==> config.mk <==
export PLATFORM = sky130hd
export DESIGN_NAME = ahb_master_arbiter
export DESIGN_NICKNAME = d
export VERILOG_FILES = /design/src/rtl/ahb_master_arbiter.sv
export SDC_FILE = /design/constraint.sdc
export NUM_CORES = 1
export LEC_CHECK = 0
export BUFFER_PORTS_ARGS = -buffer_cell sky130_fd_sc_hd__buf_2
export CAP_MARGIN = 20
export CORE_ASPECT_RATIO = 1.5
export CORE_UTILIZATION = 49
export DETAILED_ROUTE_END_ITERATION = 8
export PLACE_DENSITY = 0.77
export SYNTH_ARGS = -nofsm -noshare
export SYNTH_HDL_FRONTEND = slang
export SYNTH_SLANG_ARGS = --single-unit
==> constraint.sdc <==
create_clock -name clk -period 2.11 [get_ports clk]
set_input_delay 0.211 -clock clk [delete_from_list [all_inputs] [get_ports clk]]
set_output_delay 0.211 -clock clk [all_outputs]
set_load 0.01 [all_outputs]
==> src/rtl/ahb_master_arbiter.sv <==
// Arbitrates instruction-fetch and load/store requests onto one AHB-Lite master port, one single-beat NONSEQ transfer at a time.
// Define AHB_ARB_RR_EN for round-robin tie-breaking; otherwise data requests win every tie.
module ahb_master_arbiter #(
  parameter int unsigned ADDR_WIDTH = 32,
  parameter int unsigned DATA_WIDTH = 32
) (
  input  logic                  clk,
  input  logic                  reset,
  input  logic                  i_req,
  input  logic [ADDR_WIDTH-1:0] i_addr,
  output logic [DATA_WIDTH-1:0] i_rdata,
  output logic                  i_done,
  output logic                  i_err,
  input  logic                  d_req,
  input  logic                  d_we,
  input  logic [2:0]            d_size,
  input  logic [ADDR_WIDTH-1:0] d_addr,
  input  logic [DATA_WIDTH-1:0] d_wdata,
  output logic [DATA_WIDTH-1:0] d_rdata,
  output logic                  d_done,
  output logic                  d_err,
  output logic [ADDR_WIDTH-1:0] HADDR,
  output logic [1:0]            HTRANS,
  output logic                  HWRITE,
  output logic [2:0]            HSIZE,
  output logic [2:0]            HBURST,
  output logic [DATA_WIDTH-1:0] HWDATA,
  input  logic [DATA_WIDTH-1:0] HRDATA,
  input  logic                  HREADY,
  input  logic                  HRESP
);

  localparam logic [1:0] HTRANS_IDLE   = 2'b00;
  localparam logic [1:0] HTRANS_NONSEQ = 2'b10;
  localparam logic [2:0] HSIZE_WORD    = 3'b010;
  localparam logic [2:0] HBURST_SINGLE = 3'b000;

  typedef enum logic [1:0] {
    ST_IDLE = 2'b00,
    ST_ADDR = 2'b01,
    ST_DATA = 2'b10,
    ST_RESP = 2'b11
  } state_t;

  // Latched copy of the granted request; also drives the address-phase outputs.
  typedef struct packed {
    logic [ADDR_WIDTH-1:0] addr;
    logic                  we;
    logic [2:0]            size;
    logic [DATA_WIDTH-1:0] wdata;
  } xfer_t;

  state_t                state_q, state_d;
  xfer_t                 xfer_q, xfer_d;
  logic                  owner_q, owner_d;   // 1 = data requester owns the transfer
  logic [1:0]            htrans_q, htrans_d;
  logic [DATA_WIDTH-1:0] hwdata_q, hwdata_d;
  logic [DATA_WIDTH-1:0] i_rdata_q, i_rdata_d;
  logic [DATA_WIDTH-1:0] d_rdata_q, d_rdata_d;
  logic                  i_done_q, i_done_d;
  logic                  i_err_q, i_err_d;
  logic                  d_done_q, d_done_d;
  logic                  d_err_q, d_err_d;
  logic                  grant_data;
`ifdef AHB_ARB_RR_EN
  logic                  last_q, last_d;     // last owner served, 0 = instruction
`endif

  // Tie-break between the two requesters
  always_comb begin
`ifdef AHB_ARB_RR_EN
    grant_data = (i_req && d_req) ? ~last_q : d_req;
`else
    grant_data = d_req;
`endif
  end

  // Next-state and next-output logic
  always_comb begin
    state_d   = state_q;
    xfer_d    = xfer_q;
    owner_d   = owner_q;
    htrans_d  = htrans_q;
    hwdata_d  = hwdata_q;
    i_rdata_d = i_rdata_q;
    d_rdata_d = d_rdata_q;
    i_done_d  = 1'b0;
    i_err_d   = 1'b0;
    d_done_d  = 1'b0;
    d_err_d   = 1'b0;
`ifdef AHB_ARB_RR_EN
    last_d    = last_q;
`endif

    case (state_q)
      ST_IDLE: begin
        htrans_d = HTRANS_IDLE;
        if (i_req || d_req) begin
          state_d  = ST_ADDR;
          htrans_d = HTRANS_NONSEQ;
          owner_d  = grant_data;
`ifdef AHB_ARB_RR_EN
          last_d   = grant_data;
`endif
          if (grant_data) begin
            xfer_d.addr  = d_addr;
            xfer_d.we    = d_we;
            xfer_d.size  = d_size;
            xfer_d.wdata = d_wdata;
          end else begin
            xfer_d.addr  = i_addr;
            xfer_d.we    = 1'b0;
            xfer_d.size  = HSIZE_WORD;
            xfer_d.wdata = '0;
          end
        end
      end

      ST_ADDR: begin
        if (HREADY) begin
          state_d  = ST_DATA;
          htrans_d = HTRANS_IDLE;
          hwdata_d = xfer_q.we ? xfer_q.wdata : '0;
        end
      end

      // Wait states hold here whatever HRESP says; the error's second cycle carries HREADY=1.
      ST_DATA: begin
        if (HREADY) begin
          state_d  = ST_RESP;
          hwdata_d = '0;
          if (!xfer_q.we) begin
            if (owner_q) d_rdata_d = HRDATA;
            else         i_rdata_d = HRDATA;
          end
          i_done_d = !owner_q && !HRESP;
          i_err_d  = !owner_q &&  HRESP;
          d_done_d =  owner_q && !HRESP;
          d_err_d  =  owner_q &&  HRESP;
        end
      end

      ST_RESP: begin
        state_d = ST_IDLE;
      end

      default: begin
        state_d  = ST_IDLE;
        htrans_d = HTRANS_IDLE;
      end
    endcase
  end

  // State and output registers
  always_ff @(posedge clk or negedge reset) begin
    if (!reset) begin
      state_q   <= ST_IDLE;
      xfer_q    <= '0;
      owner_q   <= 1'b0;
      htrans_q  <= HTRANS_IDLE;
      hwdata_q  <= '0;
      i_rdata_q <= '0;
      d_rdata_q <= '0;
      i_done_q  <= 1'b0;
      i_err_q   <= 1'b0;
      d_done_q  <= 1'b0;
      d_err_q   <= 1'b0;
`ifdef AHB_ARB_RR_EN
      last_q    <= 1'b0;
`endif
    end else begin
      state_q   <= state_d;
      xfer_q    <= xfer_d;
      owner_q   <= owner_d;
      htrans_q  <= htrans_d;
      hwdata_q  <= hwdata_d;
      i_rdata_q <= i_rdata_d;
      d_rdata_q <= d_rdata_d;
      i_done_q  <= i_done_d;
      i_err_q   <= i_err_d;
      d_done_q  <= d_done_d;
      d_err_q   <= d_err_d;
`ifdef AHB_ARB_RR_EN
      last_q    <= last_d;
`endif
    end
  end

  assign HADDR   = xfer_q.addr;
  assign HWRITE  = xfer_q.we;
  assign HSIZE   = xfer_q.size;
  assign HTRANS  = htrans_q;
  assign HWDATA  = hwdata_q;
  assign HBURST  = HBURST_SINGLE;
  assign i_rdata = i_rdata_q;
  assign d_rdata = d_rdata_q;
  assign i_done  = i_done_q;
  assign i_err   = i_err_q;
  assign d_done  = d_done_q;
  assign d_err   = d_err_q;

endmodule

==> impl_metrics.tcl <==
set metrics [dict create \
    synth_area_mm2 0.00736 \
    gp_congestion 0.790 \
    ant_nets 0 \
    vias 5319 \
    cp.arrival_ns 2.10 \
    skew_ns 0.0115 \
    drc_errors 0 \
    synth_xor_area_share_pct 0 \
    yosys_warnings 0 \
    slew_violations 0 \
    grt_overflow_total 0 \
    cts_tree "built" \
    cts_num_sinks 172 \
    ys_ff_latch 172 \
    rsz0062_at_grt "false" \
    synth_top_area_cell "dfrtp_1" \
    critical-path-top-delay-family "buffers and inverters" \
    die_y_um 152 \
    nets 1020 \
    worstPathMaxFanout 32 \
    grt_max_degree 67 \
    ys_types 29 \
    cpPeakStageDelay_ns 0.39 \
    rows 54 \
    synth_seq_area_share_pct 58.5 \
    synth_top_area_share_pct 58.5 \
    grt_antenna_before_repair 5 \
    drv_cap 0 \
    relSlewSlack_pct 61.4 \
    h-tree-depth 4 \
    worstPathRequired_ns 2.41 \
    final_core_util_pct 63.6 \
    clk-insertion-delay-late_ns 0.42 \
    setup_viol 0 \
    async_flop_share_pct 100 \
    yosys.area_share.simple_pct 12.2 \
    synth-edff-count 0 \
    endpoint_kind "flop" \
    start_kind "flop" \
    synthAdderAreaFrac_pct 0.850 \
    path_clk_slew_ns 0.07 \
    avgSynthCellArea_um2 11.4 \
    syn_to_final_growth_pct 26.3 \
    fin_crit_ns 1.80 \
    critPathBufInv 2 \
    initial_core_util_pct 50.4 \
    grt_use_total_pct 22.6 \
    ctsResizeCount 0 \
    synth-compound-area-share_pct 5.05 \
    leakagePower_nw 4.92 \
    irDropWorstVdd_mv 0.583 \
    core_area_mm2 0.0146 \
    drive_gt1_share_pct 43.9 \
    wl_um 16400 \
    synth_area_leaders "dfrtp_1 (59%), nand2_1 (8.8%), mux2_4 (6.1%)" \
    outcome "completed" \
    hold_viol_final 0 \
    drt_iter0_drc 179 \
    drtPass1Iterations 4 \
    die_w_um 102 \
    grt_pass1_vias 5452 \
    detailed_place_hpwl_um 11900 \
    muxShareOfSynthArea_pct 16.0 \
    worstSetupPathType "flop to flop" \
    viasPerCell 4.88 \
    wl_per_cell_um 15.1 \
    io_pins 279 \
    min_path_type "input port to flop" \
    setup-tns-final_ns 0 \
    fmax_ghz 0.556 \
    cts_buffer_depth 2 \
    cp_cell_sequence "inv_1 -> ha_1 -> and4bb_2 -> buf_12 -> mux2_2" \
    grt_pass1_wl_um 27000 \
    final_common_cell "buf_2" \
    finalCritPeriodShare_pct 85.2 \
    syn-instance-count 646 \
    synth_top_family_by_area "multiplexers" \
    mostFrequentLayoutCells "buf_2 (272), dfrtp_1 (172), nand2_1 (172)" \
    worst_slew_pin_slew_ns 0.578 \
    port_buffers 274 \
    clock-root-buffer "clkbuf_16" \
    p_per_area_mw_per_mm2 1450 \
    die_area_mm2 0.0155 \
    cts_buffers 17 \
    ys.flop_type "dfrtp_1" \
    slowest_stage "dfrtp_1" \
]
-- report_power, final --
part | switching (W) | total [W] | internal, W
Clock | 0.00144 | 0.00301 | 0.00158
Sequential | 0.000767 | 0.00553 | 0.00476
Combinational | 0.00265 | 0.00494 | 0.00228
Total | 0.00486 | 0.0135 | 0.00862
-- layout make-up --
type	instances	area, um^2
clock buffers	17	425
flip-flops and latches	172	4300
repair buffers	289	1600
inverters	3	11.3
fillers	1177	5310
clock inverters	15	151
diodes	4	10.0
multi-input cells	394	2540
well taps	196	245
-- flip-flops by register name, summed over array words and instances, names as in the netlist, 2 cells and up --
register	cells
HADDR	32
HWDATA	32
d_rdata	32
i_rdata	32
xfer_q	32
HSIZE	3
state_q	2
-- per-stage QoR --
stage	total power [W]	setup slack, ns	instance area, um^2	hold WS (ns)	cells
global placement	0.0103	0.395	8680	0.232	1052
CTS	0.0136	0.309	9280	0.00176	1086
global route	0.0145	0.140	9280	0.0159	1088
floorplan	0.00892	0.501	7370	-0.0846	649
finish	0.0135	0.312	9290	0.0164	1090
detailed placement	0.0106	0.319	8680	0.231	1052
-- tightest hold or removal path, stage by stage --
cell and delay [ns]:
buf_2 0.07, nand3_1 0.06, nand2_1 0.06
-- cell usage after synthesis, types with 2 or more instances --
| cell type | instances |
|---|---|
| ha_1 | 5 |
| mux2i_1 | 33 |
| nor2b_1 | 2 |
| nand2_1 | 172 |
| buf_12 | 3 |
| inv_1 | 3 |
| buf_4 | 39 |
| clkbuf_1 | 16 |
| o21ai_1 | 3 |
| o21ai_0 | 62 |
| mux2_2 | 35 |
| nand3_1 | 35 |
| dfrtp_1 | 172 |
| nor3b_1 | 2 |
| nor2_1 | 2 |
| buf_2 | 20 |
| mux2_4 | 30 |
-- timing repair --
item | in CTS | in global routing
buffers inserted | 0 | 0
hold buffers | 2 | 0
hold endpoints to repair | 59 | 0
setup endpoints to repair | 0 | 0
-- worst paths after layout --
kind                            startpoint           to  cells past startpoint  slack, ns
worst max-delay path            state_q[0]  i_rdata[31]                      5       0.31
worst min-delay path            d_wdata[3]    xfer_q[3]                      3       0.02
worst max register to register  state_q[0]  i_rdata[31]                      5       0.31
worst min register to register  xfer_q[27]   xfer_q[27]                      2       0.47
max in group asynchronous            reset     HSIZE[1]                      3       1.13
min in group asynchronous            reset  d_rdata[19]                      2       0.35
-- cells by family (layout without fill, tap and decap cells) --
| family | Yosys count | count (layout) |
|---|---|---|
| AO/OA/AOI/OAI | 70 | 70 |
| AND/OR/NAND/NOR | 217 | 217 |
| multiplexers | 98 | 98 |
| flip-flops | 172 | 172 |
| adder cells (fa/ha/maj) | 5 | 5 |
| buffers and inverters | 83 | 324 |
| other | 1 | 8 |
-- per-layer routing --
layer / share of wire [%] / global-route usage [%]
met1: 39 / 26.0
met2: 50 / 37.5
met3: 7.9 / 6.76
met4: 3.5 / 11.4
met5: 0.16 / 0
Power figures use the tool's default switching activity.
